File: config.mk
export PLATFORM = sky130hd
export DESIGN_NAME = mem_port_arbiter_flat
export DESIGN_NICKNAME = d
export VERILOG_FILES = /design/src/rtl/mem_port_arbiter_if.sv /design/src/rtl/mem_port_arbiter.sv /design/src/flat_wrapper.sv
export SDC_FILE = /design/constraint.sdc
export NUM_CORES = 1
export LEC_CHECK = 0
export ABC_AREA = 0
export CORE_AREA = 5 5 74 76
export DETAILED_ROUTE_END_ITERATION = 7
export DIE_AREA = 0 0 79 81
export GPL_TIMING_DRIVEN = 0
export PLACE_DENSITY = 0.71
export SETUP_SLACK_MARGIN = 0.4
export SYNTH_ARGS = -nofsm -noshare
export SYNTH_HDL_FRONTEND = slang
export SYNTH_SLANG_ARGS = --single-unit
File: constraint.sdc
create_clock -name clk -period 1.13 [get_ports clk]
set_input_delay 0.226 -clock clk [delete_from_list [all_inputs] [get_ports clk]]
set_output_delay 0.226 -clock clk [all_outputs]
set_load 0.02 [all_outputs]
File: src/rtl/mem_port_arbiter_if.sv
// Bus bundle between the fetch/data requesters, the memory port arbiter and
// the single-port unified memory. The slave view belongs to the arbiter; the
// master view belongs to whatever drives requests and models the memory.
interface mem_port_arbiter_if #(
  parameter int unsigned ADDR_W = 13,
  parameter int unsigned DATA_W = 8
);

  // instruction-fetch requester (always a read)
  logic              if_req;
  logic [ADDR_W-1:0] if_addr;
  logic              if_gnt;
  logic              if_rvalid;

  // data load/store requester
  logic              d_req;
  logic              d_we;
  logic [ADDR_W-1:0] d_addr;
  logic [DATA_W-1:0] d_wdata;
  logic              d_gnt;
  logic              d_rvalid;

  // read data returned to whichever requester won
  logic [DATA_W-1:0] rdata;

  // memory side
  logic [ADDR_W-1:0] mem_addr;
  logic [DATA_W-1:0] mem_wdata;
  logic              mem_re;
  logic              mem_we;
  logic [DATA_W-1:0] mem_rdata;

  logic              busy;

  modport slave (
    input  if_req, if_addr, d_req, d_we, d_addr, d_wdata, mem_rdata,
    output if_gnt, if_rvalid, d_gnt, d_rvalid, rdata,
           mem_addr, mem_wdata, mem_re, mem_we, busy
  );

  modport master (
    output if_req, if_addr, d_req, d_we, d_addr, d_wdata, mem_rdata,
    input  if_gnt, if_rvalid, d_gnt, d_rvalid, rdata,
           mem_addr, mem_wdata, mem_re, mem_we, busy
  );

endinterface

File: src/rtl/mem_port_arbiter.sv
// Shares the single-port unified memory between the instruction-fetch and
// data load/store paths. One access at a time: IDLE -> ISSUE -> (WAIT x
// MEM_LAT -> RESP) for reads, IDLE -> ISSUE -> IDLE for writes.
// Contention is resolved data-over-fetch; define ARB_RR_EN to alternate
// between requesters on contention instead.
module mem_port_arbiter #(
  parameter int unsigned ADDR_W  = 13,
  parameter int unsigned DATA_W  = 8,
  parameter int unsigned MEM_LAT = 1
) (
  input  logic               clk,
  input  logic               rst,
  mem_port_arbiter_if.slave  bus
);

  // Counter holds MEM_LAT-1 down to 0; keep at least one bit.
  localparam int unsigned CNT_W = (MEM_LAT > 1) ? $clog2(MEM_LAT) : 1;

  localparam logic SRC_FETCH = 1'b0;
  localparam logic SRC_DATA  = 1'b1;

  typedef enum logic [1:0] {
    S_IDLE,
    S_ISSUE,
    S_WAIT,
    S_RESP
  } state_t;

  state_t            state_q, state_d;
  logic [CNT_W-1:0]  cnt_q, cnt_d;
  logic [ADDR_W-1:0] addr_q, addr_d;
  logic [DATA_W-1:0] wdata_q, wdata_d;
  logic              we_q, we_d;
  logic              src_q, src_d;
  logic [DATA_W-1:0] rdata_q, rdata_d;

  logic              if_gnt_q, if_gnt_d;
  logic              d_gnt_q, d_gnt_d;
  logic              if_rvalid_q, if_rvalid_d;
  logic              d_rvalid_q, d_rvalid_d;
  logic              mem_re_q, mem_re_d;
  logic              mem_we_q, mem_we_d;
  logic              busy_q, busy_d;

  logic              pick_data;
  logic              issue_d;
  logic              resp_d;

`ifdef ARB_RR_EN
  logic              last_q, last_d;

  // On contention the requester not granted last wins; a sole requester wins.
  always_comb begin
    pick_data = bus.d_req && (!bus.if_req || (last_q == SRC_FETCH));
  end

  // Remember who was granted at each IDLE -> ISSUE hand-off.
  always_comb begin
    last_d = last_q;
    if ((state_q == S_IDLE) && (state_d == S_ISSUE)) begin
      last_d = src_d;
    end
  end

  // Last-granted register; starts at fetch so the first contention goes to data.
  always_ff @(posedge clk or posedge rst) begin
    if (rst) begin
      last_q <= SRC_FETCH;
    end else begin
      last_q <= last_d;
    end
  end
`else
  // Fixed priority: data always beats fetch.
  assign pick_data = bus.d_req;
`endif

  // Next-state, latched request fields and registered-output next values.
  always_comb begin
    state_d = state_q;
    cnt_d   = cnt_q;
    addr_d  = addr_q;
    wdata_d = wdata_q;
    we_d    = we_q;
    src_d   = src_q;
    rdata_d = rdata_q;

    unique case (state_q)
      S_IDLE: begin
        if (bus.if_req || bus.d_req) begin
          state_d = S_ISSUE;
          if (pick_data) begin
            src_d   = SRC_DATA;
            addr_d  = bus.d_addr;
            we_d    = bus.d_we;
            wdata_d = bus.d_wdata;
          end else begin
            src_d   = SRC_FETCH;
            addr_d  = bus.if_addr;
            we_d    = 1'b0;
            wdata_d = '0;
          end
        end
      end
      S_ISSUE: begin
        if (we_q) begin
          state_d = S_IDLE;
        end else begin
          state_d = S_WAIT;
          cnt_d   = CNT_W'(MEM_LAT - 1);
        end
      end
      S_WAIT: begin
        if (cnt_q == '0) begin
          rdata_d = bus.mem_rdata;
          state_d = S_RESP;
        end else begin
          cnt_d = cnt_q - CNT_W'(1);
        end
      end
      S_RESP: begin
        state_d = S_IDLE;
      end
      default: begin
        state_d = S_IDLE;
      end
    endcase

    issue_d     = (state_d == S_ISSUE);
    resp_d      = (state_d == S_RESP);
    if_gnt_d    = issue_d && (src_d == SRC_FETCH);
    d_gnt_d     = issue_d && (src_d == SRC_DATA);
    mem_re_d    = issue_d && !we_d;
    mem_we_d    = issue_d && we_d;
    if_rvalid_d = resp_d && (src_d == SRC_FETCH);
    d_rvalid_d  = resp_d && (src_d == SRC_DATA);
    busy_d      = (state_d != S_IDLE);
  end

  // State, latched fields and output registers.
  always_ff @(posedge clk or posedge rst) begin
    if (rst) begin
      state_q     <= S_IDLE;
      cnt_q       <= '0;
      addr_q      <= '0;
      wdata_q     <= '0;
      we_q        <= 1'b0;
      src_q       <= SRC_FETCH;
      rdata_q     <= '0;
      if_gnt_q    <= 1'b0;
      d_gnt_q     <= 1'b0;
      if_rvalid_q <= 1'b0;
      d_rvalid_q  <= 1'b0;
      mem_re_q    <= 1'b0;
      mem_we_q    <= 1'b0;
      busy_q      <= 1'b0;
    end else begin
      state_q     <= state_d;
      cnt_q       <= cnt_d;
      addr_q      <= addr_d;
      wdata_q     <= wdata_d;
      we_q        <= we_d;
      src_q       <= src_d;
      rdata_q     <= rdata_d;
      if_gnt_q    <= if_gnt_d;
      d_gnt_q     <= d_gnt_d;
      if_rvalid_q <= if_rvalid_d;
      d_rvalid_q  <= d_rvalid_d;
      mem_re_q    <= mem_re_d;
      mem_we_q    <= mem_we_d;
      busy_q      <= busy_d;
    end
  end

  assign bus.if_gnt    = if_gnt_q;
  assign bus.d_gnt     = d_gnt_q;
  assign bus.if_rvalid = if_rvalid_q;
  assign bus.d_rvalid  = d_rvalid_q;
  assign bus.mem_re    = mem_re_q;
  assign bus.mem_we    = mem_we_q;
  assign bus.busy      = busy_q;
  assign bus.mem_addr  = addr_q;
  assign bus.mem_wdata = wdata_q;
  assign bus.rdata     = rdata_q;

  // Only one requester is ever granted or answered, and memory never sees both strobes.
  a_gnt_excl:    assert property (@(posedge clk) disable iff (rst) !(if_gnt_q && d_gnt_q));
  a_rvalid_excl: assert property (@(posedge clk) disable iff (rst) !(if_rvalid_q && d_rvalid_q));
  a_strobe_excl: assert property (@(posedge clk) disable iff (rst) !(mem_re_q && mem_we_q));

endmodule

File: src/flat_wrapper.sv
// flat-port wrapper written by rule: the top's interface ports become plain ports
module mem_port_arbiter_flat 
#(
  parameter int unsigned ADDR_W  = 13,
  parameter int unsigned DATA_W  = 8,
  parameter int unsigned MEM_LAT = 1
)
  (clk, rst, bus_if_req, bus_if_addr, bus_d_req, bus_d_we, bus_d_addr, bus_d_wdata, bus_mem_rdata, bus_if_gnt, bus_if_rvalid, bus_d_gnt, bus_d_rvalid, bus_rdata, bus_mem_addr, bus_mem_wdata, bus_mem_re, bus_mem_we, bus_busy);
  mem_port_arbiter_if #(.ADDR_W(ADDR_W), .DATA_W(DATA_W)) bus_i ();
  input  logic clk;
  input  logic rst;
  input wire logic [$bits(bus_i.if_req)-1:0] bus_if_req;
  input wire logic [$bits(bus_i.if_addr)-1:0] bus_if_addr;
  input wire logic [$bits(bus_i.d_req)-1:0] bus_d_req;
  input wire logic [$bits(bus_i.d_we)-1:0] bus_d_we;
  input wire logic [$bits(bus_i.d_addr)-1:0] bus_d_addr;
  input wire logic [$bits(bus_i.d_wdata)-1:0] bus_d_wdata;
  input wire logic [$bits(bus_i.mem_rdata)-1:0] bus_mem_rdata;
  output wire logic [$bits(bus_i.if_gnt)-1:0] bus_if_gnt;
  output wire logic [$bits(bus_i.if_rvalid)-1:0] bus_if_rvalid;
  output wire logic [$bits(bus_i.d_gnt)-1:0] bus_d_gnt;
  output wire logic [$bits(bus_i.d_rvalid)-1:0] bus_d_rvalid;
  output wire logic [$bits(bus_i.rdata)-1:0] bus_rdata;
  output wire logic [$bits(bus_i.mem_addr)-1:0] bus_mem_addr;
  output wire logic [$bits(bus_i.mem_wdata)-1:0] bus_mem_wdata;
  output wire logic [$bits(bus_i.mem_re)-1:0] bus_mem_re;
  output wire logic [$bits(bus_i.mem_we)-1:0] bus_mem_we;
  output wire logic [$bits(bus_i.busy)-1:0] bus_busy;
  assign bus_i.if_req = bus_if_req;
  assign bus_i.if_addr = bus_if_addr;
  assign bus_i.d_req = bus_d_req;
  assign bus_i.d_we = bus_d_we;
  assign bus_i.d_addr = bus_d_addr;
  assign bus_i.d_wdata = bus_d_wdata;
  assign bus_i.mem_rdata = bus_mem_rdata;
  assign bus_if_gnt = bus_i.if_gnt;
  assign bus_if_rvalid = bus_i.if_rvalid;
  assign bus_d_gnt = bus_i.d_gnt;
  assign bus_d_rvalid = bus_i.d_rvalid;
  assign bus_rdata = bus_i.rdata;
  assign bus_mem_addr = bus_i.mem_addr;
  assign bus_mem_wdata = bus_i.mem_wdata;
  assign bus_mem_re = bus_i.mem_re;
  assign bus_mem_we = bus_i.mem_we;
  assign bus_busy = bus_i.busy;
  mem_port_arbiter #(.ADDR_W(ADDR_W), .DATA_W(DATA_W), .MEM_LAT(MEM_LAT)) u_core (.clk(clk), .rst(rst), .bus(bus_i));
endmodule
# Yosys cells after proc, flatten, opt, wreduce, memory -nomap -nowiden
# Index checks and enable logic that the tools add are counted.
# word_totals
reg_bits	41
inputBits	47
output_inout_bits	36
elab_cells	52
# classes
n_addsub	1
eq_ne	6
muxes	15
n_bitwise	2
n_reduce_logical	14
# op_table
cell	count
13-bit two-way mux	1
1-bit two-way mux	8
8-bit two-way mux	1
2-bit case mux with 4 select lines	1
2-bit equality test, second input constant	3
1-bit logical AND	6
2-bit two-way mux	3
2-bit AND reduction	3
2-bit by 1-bit equality test with 1-bit output, second input constant	2
2-bit nonzero test	2
2-bit zero test	1
2-bit inequality test, second input constant	1
1-bit NOT	2
1-bit case mux with 2 select lines	1
1-bit zero test	1
1-bit logical OR	1
1-bit subtractor, second input constant	1

# Longest topological paths before layout
# logic_depth
word_depth	5
depth_mapped	4
mapped_depth_nobuf	3

# Least setup slack after synthesis
# Ideal clock, no wire load.
# synth_timing
path_type	in2reg
startpoint	in bus_d_req
endpoint	reg u_core.addr_q[0], in the netlist u_core.bus.mem_addr[0]
setup_ns	0.125
t_arrival_ns	1.096
required_time_ns	1.005
path_slack_ns	-0.091
stages	4
path_buffers	2
cell_sequence	buf_6 > o21ai_4 > buf_6 > mux2_2
# synth_via
elab_chain_cells	2
elab_cells_between_ends	3
classes_between	mux: 1; reduce/logical: 2
# synth_rtl
item	line_no	text
from (decl)	flat_wrapper.sv:14	input wire logic [$bits(bus_i.d_req)-1:0] bus_d_req;
1-bit logical OR	mem_port_arbiter.sv:90	if (bus.if_req || bus.d_req) begin
2-bit AND reduction (no source line)	-	
to (signal assigned)	mem_port_arbiter.sv:160	addr_q <= addr_d;
to (decl)	mem_port_arbiter.sv:31	logic [ADDR_W-1:0] addr_q, addr_d;
# Parallel ways exist; a longest one is shown, timed or not.
# A chain may end at the register's enable or synchronous reset.

# Worst setup path in the final report
# layout_timing
startpoint	reg u_core.state_q[1]
endpoint	reg u_core.addr_q[5], in the netlist u_core.bus.mem_addr[5]
# layout_via
elab_chain_cells	2
# layout_rtl
item	line_no	text
from (decl)	mem_port_arbiter.sv:29	state_t state_q, state_d;
from (signal assigned)	mem_port_arbiter.sv:158	state_q <= state_d;
2-bit zero test	mem_port_arbiter.sv:88	unique case (state_q)
2-bit AND reduction (no source line)	-	
# No other way between the ends.

==> impl_metrics.xml <==
<?xml version="1.0" encoding="UTF-8"?>
<metrics>
  <group name="timing">
    <metric name="hold_ws" unit="ns">0.0626</metric>
    <metric name="maxSlewViolCount" unit="">0</metric>
    <metric name="tightestPinTransition" unit="ns">0.435</metric>
    <metric name="finalWorstPathRequiredPeriod" unit="ns">1.22</metric>
    <metric name="finalHoldViolations" unit="">0</metric>
    <metric name="timing.final.ws_setup" unit="ns">-0.0850</metric>
    <metric name="finClkSkew" unit="ns">0.00697</metric>
    <metric name="period_share" unit="">1.08</metric>
    <metric name="timing.max_slew.rel_slack" unit="">0.710</metric>
    <metric name="final-setup-viol-count" unit="">30</metric>
    <metric name="fmax" unit="MHz">823</metric>
    <metric name="rsz_0062_raised_after_global_routing" unit="">yes</metric>
  </group>
  <group name="synth">
    <metric name="post-synth-top-count-cell" unit="">sky130_fd_sc_hd__dfrtp_1</metric>
    <metric name="postSynth.topFlopCell" unit="">sky130_fd_sc_hd__dfrtp_1</metric>
    <metric name="share_of_the_yosys_chip_area_belonging_to_registers" unit="">0.607</metric>
    <metric name="synthesis.instances" unit="">105</metric>
    <metric name="synth_area_per_cell" unit="µm²">15.7</metric>
    <metric name="synth-edff-count" unit="">0</metric>
    <metric name="synth-seq-cells" unit="">40</metric>
    <metric name="netlist_area" unit="µm²">1650</metric>
    <metric name="synthDistinctLibCells" unit="">18</metric>
    <metric name="ys_top_cells_by_area" unit="">sky130_fd_sc_hd__dfrtp_1 (61%), sky130_fd_sc_hd__mux2_2 (16%), sky130_fd_sc_hd__mux2_4 (9.1%)</metric>
    <metric name="synth_nets" unit="">152</metric>
    <metric name="synth.yosys.warnings" unit="">0</metric>
    <metric name="yosysTopAreaCellShare" unit="">0.607</metric>
    <metric name="synth_area_leader_cell" unit="">sky130_fd_sc_hd__dfrtp_1</metric>
    <metric name="synth_async_sr_flop_share" unit="">1.00</metric>
    <metric name="synth_common_cells" unit="">sky130_fd_sc_hd__dfrtp_1 (40), sky130_fd_sc_hd__mux2_2 (24), sky130_fd_sc_hd__mux2_4 (10), sky130_fd_sc_hd__a22o_1 (8), sky130_fd_sc_hd__nor2_1 (4)</metric>
  </group>
  <group name="critical_path">
    <metric name="critPathBufInv" unit="">1</metric>
    <metric name="critical_path.cell_chain" unit="">nor2_2, o21ai_4, buf_6, mux2_4</metric>
    <metric name="timing.critical_path.slowest_cell_delay" unit="ns">0.43</metric>
    <metric name="path_max_fanout" unit="">5</metric>
    <metric name="cp_slowest_cell" unit="">sky130_fd_sc_hd__dfrtp_1</metric>
    <metric name="worstSetupStartpointType" unit="">register</metric>
    <metric name="worst_ep_required_time" unit="ns">1.31</metric>
    <metric name="cp-end-kind" unit="">register</metric>
    <metric name="cp_data_arrival_time" unit="ns">1.39</metric>
    <metric name="crit_type" unit="">register to register</metric>
    <metric name="crit_family" unit="">flip-flops</metric>
  </group>
  <group name="die">
    <metric name="die_area" unit="µm²">6400</metric>
    <metric name="core_region_area" unit="µm²">4660</metric>
    <metric name="die_x" unit="µm">79</metric>
    <metric name="die_height" unit="µm">81</metric>
    <metric name="io_pins" unit="">83</metric>
    <metric name="initial_core_util" unit="">0.354</metric>
    <metric name="core.rowCount" unit="">25</metric>
  </group>
  <group name="detailed_routing">
    <metric name="route.detailed.wl_per_inst" unit="µm">16.4</metric>
    <metric name="dr.first_iter.drc_count" unit="">19</metric>
    <metric name="drtPass1Iterations" unit="">3</metric>
    <metric name="count_of_nets_left_with_antenna_violations_after_detail_routing" unit="">0</metric>
    <metric name="routed_wirelength" unit="mm">4.37</metric>
    <metric name="drt_drc_violations_left" unit="">0</metric>
    <metric name="num_vias" unit="">1249</metric>
    <metric name="detail_route.vias_per_cell" unit="">4.68</metric>
  </group>
  <group name="pwr">
    <metric name="max_rail_drop_vdd" unit="V">0.00104</metric>
    <metric name="power_density" unit="nW/µm²">2740</metric>
    <metric name="p_leak" unit="nW">1.35</metric>
  </group>
  <group name="clock_network">
    <metric name="cts.root.buffer_cell" unit="">sky130_fd_sc_hd__clkbuf_8</metric>
    <metric name="cts_made_buffers" unit="">5</metric>
    <metric name="numClockSinks" unit="">40</metric>
    <metric name="cts_hold_buf" unit="">0</metric>
    <metric name="clock_insertion_delay_at_the_later_pin_of_the_skew_report" unit="ns">0.29</metric>
    <metric name="cts.htree.levels" unit="">2</metric>
    <metric name="cts_tree" unit="">yes</metric>
    <metric name="cts-root-to-sink-buffers" unit="">2</metric>
    <metric name="clk_pin_slew_worst_paths" unit="ns">0.08</metric>
  </group>
  <group name="finish">
    <metric name="drive_above_1_share" unit="">0.507</metric>
    <metric name="finish.net_count" unit="">259</metric>
    <metric name="finish.utilization" unit="">0.620</metric>
    <metric name="fillers" unit="">355</metric>
    <metric name="area_of_combinational_cells_with_multiple_inputs" unit="µm²">598</metric>
    <metric name="areaGrowthSynthToFinish" unit="%">75.4</metric>
    <metric name="n_antenna_cell" unit="">0</metric>
    <metric name="postLayoutCellArea" unit="µm²">2890</metric>
    <metric name="seqCellArea" unit="µm²">1000</metric>
  </group>
  <group name="global_routing">
    <metric name="grt_pass1_wl" unit="mm">6.67</metric>
    <metric name="grt_start_max_net_pins" unit="">21</metric>
    <metric name="grtUsageMet2" unit="">0.253</metric>
    <metric name="grt_overflow" unit="">0</metric>
    <metric name="groute.usage.overall" unit="">0.138</metric>
    <metric name="met3_usage" unit="">0.0388</metric>
    <metric name="initial_antenna_violation_count" unit="">0</metric>
    <metric name="globalRouteMet1Util" unit="">0.145</metric>
    <metric name="top_usage_layer" unit="">met2</metric>
    <metric name="grt_pass1_vias" unit="">1361</metric>
  </group>
  <group name="placement">
    <metric name="post_dp_cell_area" unit="µm²">2540</metric>
    <metric name="detailed_place_hpwl" unit="mm">3.12</metric>
    <metric name="place.gp.congestion" unit="">0.720</metric>
    <metric name="portBuffers" unit="">81</metric>
  </group>
  <group name="run_status">
    <metric name="violations_in_the_final_reports" unit="">setup timing</metric>
    <metric name="outcome" unit="">finished, violations left</metric>
  </group>
  <group name="min_path">
    <metric name="holdCritPathClass" unit="">primary input to asynchronous set/reset pin</metric>
  </group>
  <group name="run">
    <metric name="maxCapViolCount" unit="">0</metric>
  </group>
</metrics>
area by class of cell:
class,count,area share
Multi-Input combinational cell,57,0.207
Tap cell,54,0.0234
Buffer,6,0.0260
Clock buffer,7,0.0333
Inverter,2,0.00390
Timing Repair Buffer,97,0.342
Clock inverter,1,0.0104
Sequential cell,40,0.346
Timing Repair inverter,3,0.00779
metrics by stage:
step                      instances  TNS (ns)  power [W]  setup slack, ns
after global placement          240    -15.87    0.00592           -0.537
after floorplan                 105    -0.495    0.00436          -0.0668
final                           267     -1.31    0.00791          -0.0850
after detailed placement        240    -17.53    0.00601           -0.553
after global routing            267     -3.21    0.00832           -0.121
after CTS                       261    -0.881    0.00786          -0.0772
final timing paths:
path	start	endpoint	slack (ns)	cells after the start
max	u_core.state_q[1]	u_core.bus.mem_addr[5]	-0.09	4
min	rst	u_core.bus.mem_we	0.06	2
max reg2reg	u_core.state_q[1]	u_core.bus.mem_addr[5]	-0.09	4
min reg2reg	u_core.src_q	u_core.bus.if_rvalid	0.47	1
max in group asynchronous	rst	u_core.bus.mem_addr[8]	0.86	2
min in group clk	bus_d_req	u_core.bus.if_gnt	0.31	3
power breakdown:
part           switching (W)  total (W)  leakage (nW)  internal (W)
Clock               0.000475    0.00125        0.0645      0.000779
Sequential          0.000450    0.00255         0.489       0.00210
Combinational        0.00171    0.00411         0.793       0.00240
Total                0.00263    0.00791          1.35       0.00528
placed cells by master, fill, tap and decap left out:
| cell | instances |
|---|---|
| sky130_fd_sc_hd__inv_1 | 1 |
| sky130_fd_sc_hd__o21ai_4 | 1 |
| sky130_fd_sc_hd__clkdlybuf4s50_1 | 43 |
| sky130_fd_sc_hd__nand2_1 | 1 |
| sky130_fd_sc_hd__buf_4 | 13 |
| sky130_fd_sc_hd__and2_4 | 1 |
| sky130_fd_sc_hd__nand2b_1 | 3 |
| sky130_fd_sc_hd__buf_8 | 2 |
| sky130_fd_sc_hd__mux2_2 | 24 |
| sky130_fd_sc_hd__dfrtp_1 | 40 |
| sky130_fd_sc_hd__nor2_1 | 4 |
| sky130_fd_sc_hd__dlymetal6s2s_1 | 1 |
| sky130_fd_sc_hd__bufinv_16 | 1 |
| sky130_fd_sc_hd__o21ai_1 | 1 |
| sky130_fd_sc_hd__nor2_2 | 1 |
| sky130_fd_sc_hd__buf_6 | 43 |
| sky130_fd_sc_hd__dlygate4sd2_1 | 1 |
| sky130_fd_sc_hd__nor3b_4 | 1 |
| sky130_fd_sc_hd__a22o_1 | 8 |
| sky130_fd_sc_hd__a21o_1 | 2 |
| sky130_fd_sc_hd__mux2_4 | 10 |
| sky130_fd_sc_hd__clkbuf_8 | 7 |
| sky130_fd_sc_hd__clkinvlp_4 | 4 |
routing by layer:
metal	vias to the layer above	routed length (µm)
met3	9	265
li1	581	-
met2	45	2440
met4	0	107
met5	-	0
met1	614	1560
worst reg2reg max path, delay by kind of cell (launching register included):
family	cells	cell delay, ns
AOI/OAI and AO/OA	1	0.11
DFF	1	0.43
and+or+nand+nor	1	0.14
muxes	1	0.29
buffers and inverters	1	0.15
registers in the layout, indices dropped and copies added, names as in the netlist:
register and count:
u_core.bus.mem_re 1, u_core.bus.busy 1, u_core.bus.d_gnt 1, u_core.bus.rdata 8, u_core.bus.mem_wdata 8, u_core.we_q 1, u_core.bus.mem_addr 13, u_core.src_q 1
u_core.state_q 2, u_core.bus.if_gnt 1, u_core.bus.mem_we 1, u_core.bus.if_rvalid 1, u_core.bus.d_rvalid 1
logic make-up after synthesis:
logic type | Yosys count | synth area share
DFF | 40 | 0.607
muxes | 34 | 0.255
AOI/OAI and AO/OA | 12 | 0.0645
and+or+nand+nor | 11 | 0.0349
buffers and inverters | 8 | 0.0380
repair_timing:
item	in CTS	in global routing
resized for setup	224	8
setup buffers	11	3
setup endpoints to repair	116	116
pin swaps	3	1
gates cloned	2	3
Note: power is estimated with default switching activity, not from simulation.
